## config.mk

```make
export PLATFORM = sky130hd
export DESIGN_NAME = guess_tracker
export DESIGN_NICKNAME = d
export VERILOG_FILES = /design/src/rtl/guess_tracker.sv
export SDC_FILE = /design/constraint.sdc
export NUM_CORES = 1
export LEC_CHECK = 0
export ABC_CLOCK_PERIOD_IN_PS = 3900
export CAP_MARGIN = 20
export CORE_ASPECT_RATIO = 1.2
export CORE_MARGIN = 4
export CORE_UTILIZATION = 54
export DETAILED_ROUTE_END_ITERATION = 12
export PLACE_DENSITY = 0.92
export SLEW_MARGIN = 40
export SYNTH_ARGS = -nofsm -noshare
export SYNTH_HDL_FRONTEND = slang
export SYNTH_SLANG_ARGS = --single-unit
```

## constraint.sdc

```tcl
create_clock -name clk -period 3.9 [get_ports clk]
set_input_delay 0.78 -clock clk [delete_from_list [all_inputs] [get_ports clk]]
set_output_delay 0.78 -clock clk [all_outputs]
set_load 0.005 [all_outputs]
```

## src/rtl/guess_tracker.sv

```systemverilog
// Guess-tracking game controller: latches a target board and a miss budget on start,
// then classifies one guess per cycle as hit, duplicate, out-of-range or miss.
module guess_tracker #(
  parameter int unsigned N_CELLS = 16,
  parameter int unsigned IDX_W   = 4,
  parameter int unsigned CNT_W   = 4
) (
  input  logic               clk,
  input  logic               reset,
  input  logic               start,
  input  logic [N_CELLS-1:0] board,
  input  logic [CNT_W-1:0]   guess_budget,
  input  logic               guess_valid,
  input  logic [IDX_W-1:0]   guess_idx,
  output logic               guess_ready,
  output logic               result_valid,
  output logic               result_hit,
  output logic               result_dup,
  output logic               result_err,
  output logic [N_CELLS-1:0] found_mask,
  output logic [CNT_W-1:0]   remaining,
  output logic               win,
  output logic               lose
);

  typedef enum logic [1:0] {IDLE, PLAY, WIN, LOSE} state_e;

  state_e             state_q;
  logic [N_CELLS-1:0] board_q;
  logic [N_CELLS-1:0] found_q;
  logic [CNT_W-1:0]   rem_q;
  logic               ready_q, win_q, lose_q;
  logic               rv_q, hit_q, dup_q, err_q;

  logic               idx_ok_c;
  logic [N_CELLS-1:0] idx_bit_c;
  logic               cell_lit_c, cell_found_c, accept_c;
  logic [N_CELLS-1:0] found_hit_c;
  state_e             start_state_c;

  // One-hot of the guessed cell; all-zero when the index is off the board.
  always_comb begin
    idx_ok_c      = 32'(guess_idx) < N_CELLS;
    idx_bit_c     = idx_ok_c ? (N_CELLS'(1) << guess_idx) : '0;
    cell_lit_c    = |(board_q & idx_bit_c);
    cell_found_c  = |(found_q & idx_bit_c);
    found_hit_c   = found_q | idx_bit_c;
    accept_c      = guess_valid && (state_q == PLAY);
    start_state_c = (board == '0)        ? WIN  :
                    (guess_budget == '0) ? LOSE : PLAY;
  end

  // Registered {guess_ready, win, lose} for the state being entered.
  function automatic logic [2:0] flags_of(input state_e s);
    return {s == PLAY, s == WIN, s == LOSE};
  endfunction

  always_ff @(posedge clk) begin
    if (reset) begin
      state_q <= IDLE;
      board_q <= '0;
      found_q <= '0;
      rem_q   <= '0;
      {ready_q, win_q, lose_q} <= 3'b000;
      {rv_q, hit_q, dup_q, err_q} <= 4'b0000;
    end else begin
      {rv_q, hit_q, dup_q, err_q} <= 4'b0000;
      if (start) begin
        board_q <= board;
        found_q <= '0;
        rem_q   <= guess_budget;
        state_q <= start_state_c;
        {ready_q, win_q, lose_q} <= flags_of(start_state_c);
      end else if (accept_c) begin
        rv_q <= 1'b1;
        if (!idx_ok_c) begin
          err_q <= 1'b1;
        end else if (cell_lit_c && cell_found_c) begin
          dup_q <= 1'b1;
        end else if (cell_lit_c) begin
          hit_q   <= 1'b1;
          found_q <= found_hit_c;
          if (found_hit_c == board_q) begin
            state_q <= WIN;
            {ready_q, win_q, lose_q} <= flags_of(WIN);
          end
        end else begin
          if (rem_q != '0) rem_q <= rem_q - CNT_W'(1);
          if (rem_q <= CNT_W'(1)) begin
            state_q <= LOSE;
            {ready_q, win_q, lose_q} <= flags_of(LOSE);
          end
        end
      end
    end
  end

  assign guess_ready  = ready_q;
  assign result_valid = rv_q;
  assign result_hit   = hit_q;
  assign result_dup   = dup_q;
  assign result_err   = err_q;
  assign found_mask   = found_q;
  assign remaining    = rem_q;
  assign win          = win_q;
  assign lose         = lose_q;

endmodule

```

==> flow_summary.yaml <==
placement:
  hpwl_um: 4861
  place_ws_ps: 390.3
  place.gp.congestion: 0.9871
  port_buffers: 53
run:
  maxCapViolCount: 0
setup_path:
  ff2ff_path_depth: 8
  worstSetupPathType: "in -> reg"
  crit_path_end_kind: "register"
  critPathRequiredTime_ps: 4120
  start_kind: "input pin"
  arrival_ps: 3480
  cp_max_fo: 16
timing:
  fin_tns_setup_ps: 0
  rsz0062_at_grt: "false"
  hold_viol_final: 0
  worstMarginPinSlew_ps: 729.0
  drv_slew: 0
  maxSlewHeadroom_pct: 51.30
  period_share_pct: 83.51
  setup_violations: 0
  fmax_mhz: 307.0
  finalClockSkew_ps: 5.301
  finalWorstPathRequiredPeriod_ps: 3257
  setup_slack_ps: 643.2
die:
  core_mm2: 0.004327
  rows: 26
  die_area_mm2: 0.005662
  die_w_um: 69.36
  die_h_um: 81.64
  io_pins: 55
  start_util_pct: 56.39
clock_tree:
  clk-insertion-delay-late_ps: 300
  holdBufCountCts: 0
  cts_htree_levels: 2
  cts_tree: "built"
  cts_resized: 0
  cts_max_path_buffers: 2
  clock-root-buffer: "clkbuf_8"
  cts_buffers: 5
  cts_setup_buffers: 0
  cts_num_sinks: 44
  clk_pin_slew_ps: 80
synth:
  synth_area_per_cell_um2: 8.745
  synth.top_cell.area_share_pct: 36.10
  syn_inst: 279
  yosysSeqAreaShare_pct: 36.10
  netlist_area_mm2: 0.002440
  synth_nets: 310
  yosys.cell_types.count: 51
  async_flop_share_pct: 0
  synthFlopType: "dfxtp_1"
  synth.most_common_cell: "dfxtp_1"
  synthTopCellsByArea: "dfxtp_1 (36%), mux2i_1 (9.0%), nor2_1 (6.5%), xor2_1 (6.1%), a31oi_1 (4.4%)"
  synth_top_area_cell: "dfxtp_1"
  yosysWarnings: 0
  synth.top_cells.by_count: "dfxtp_1 (44), nor2_1 (42), mux2i_1 (22)"
  ys_seq_elements: 44
  synth_edf_count: 0
grt:
  grt_pass1_wl_um: 10580
  grt_usage_pct: 23.37
  grt-ovfl-total: 0
  grt_antenna_before_repair: 0
  grt_max_degree: 26
  grt_pass1_vias: 2240
final_layout:
  area_delta_synth_final_pct: 25.28
  n_fill_cell: 336
  layout-drive-gt1-share_pct: 8.282
  fin_nets: 357
  diodes: 0
  ff_latch_area_um2: 880.8
  multi_input_area_mm2: 0.001400
pwr:
  p_leak_nw: 1.146
  powerDensity_mw_per_mm2: 303.5
  ir_drop_mv: 0.2366
detailed_routing:
  drt-initial-drc-count: 256
  drc: 0
  dr.pass1.iters: 5
  drt_wl_total_um: 6524
  post_drt_wl_per_cell_um: 17.08
  via_count: 2352
  antenna_left: 0
  vias_per_cell: 6.157
min_path:
  whs_path_depth: 2
  hp-class: "reg -> reg"
run_status:
  outcome: "finished clean"
==> routing by layer <==
layer	global-route usage [%]	vias up	part of all wire [%]	wire length (um)
li1	-	1103	-	-
met1	26.66	1077	39	2536
met2	41.03	138	49	3199
met3	5.998	34	8.3	542
met4	11.33	0	3.8	245
met5	0	-	0	0
==> worst max-delay path, cell delays in order <==
cell	delay (ps)
clkdlybuf4s50_1	560
nor2b_1	650
a32oi_1	200
a22o_1	260
and2_2	250
nor3_4	280
buf_4	260
a31oi_1	110
nor2_1	130
==> logic make-up (layout without fill, tap and decap cells) <==
| family | after synthesis | after routing | synth area share (%) |
|---|---|---|---|
| other | 1 | 1 | 0.1537 |
| multiplexers | 24 | 24 | 9.949 |
| flip-flops | 44 | 44 | 36.10 |
| XOR/XNOR | 19 | 19 | 6.821 |
| AO/OA/AOI/OAI | 64 | 64 | 18.31 |
| adder cells (fa/ha/maj) | 3 | 3 | 1.539 |
| AND/OR/NAND/NOR | 95 | 95 | 20.62 |
| buffers and inverters | 29 | 76 | 6.512 |
==> where the power goes <==
group | switching (mW) | leakage [nW] | internal, mW
registers | 0.0182 | 0.360 | 0.466
clock network | 0.149 | 0.0410 | 0.122
logic | 0.0883 | 0.746 | 0.0843
==> per-stage QoR <==
stage	cell area (um^2)	util [%]	instances	hold slack [ps]	total power, mW
after global placement	2979	68.85	375	473.4	0.6581
after global routing	3057	70.65	382	542.3	0.9658
after detailed placement	2979	68.85	375	470.6	0.6639
final	3057	70.65	382	481.8	0.9276
after floorplan	2440	-	279	469.3	0.5972
after CTS	3057	70.65	382	484.5	0.9267
==> registers in the layout (all words and copies together), names as in the netlist <==
name	flops
result_hit	1
result_dup	1
lose	1
win	1
state_q	2
board_q	16
remaining	4
result_valid	1
found_mask	16
guess_ready	1
==> path summary, 6_finish.rpt <==
kind | end | slack (ps) | startpoint
worst max-delay path | found_mask[14] | 640 | guess_idx[0]
worst min register to register | guess_ready | 480 | guess_ready
worst max register to register | found_mask[14] | 1670 | found_mask[8]
worst min-delay path | guess_ready | 480 | guess_ready
==> layout by cell type, fill, tap and decap left out, drive strengths merged, types with 2 or more instances in the layout <==
cell           synthesis  routed
a211oi                 4       4
nor2b                  6       6
mux2i                 22      22
dfxtp                 44      44
a21oi                 21      21
inv                    5       5
nor3                   3       3
xor2                  17      17
nor4                   9       9
buf                   11      10
nand3                  5       5
clkdlybuf4s50          0      53
xnor2                  2       2
a31oi                 17      17
a22o                   4       4
and2                   3       3
a311oi                 3       3
o21ai                  2       2
mux2                   2       2
nand3b                 3       3
nor2                  42      42
nand4                  4       4
clkinv                 1       2
nor4b                  2       2
nand2                 11      11
clkbuf                12       6
nor3b                  2       2
a32oi                  2       2
ha                     3       3
==> layout make-up <==
type                            instances  share of cell area, %
Sequential cell                        44                  28.82
Inverter                                6                 0.7368
Clock inverter                          1                 0.1637
Multi-Input combinational cell        206                  45.80
Timing Repair Buffer                   63                  19.81
Tap cell                               56                  2.292
Clock buffer                            6                  2.374
Note: power is estimated with default switching activity, not from simulation.
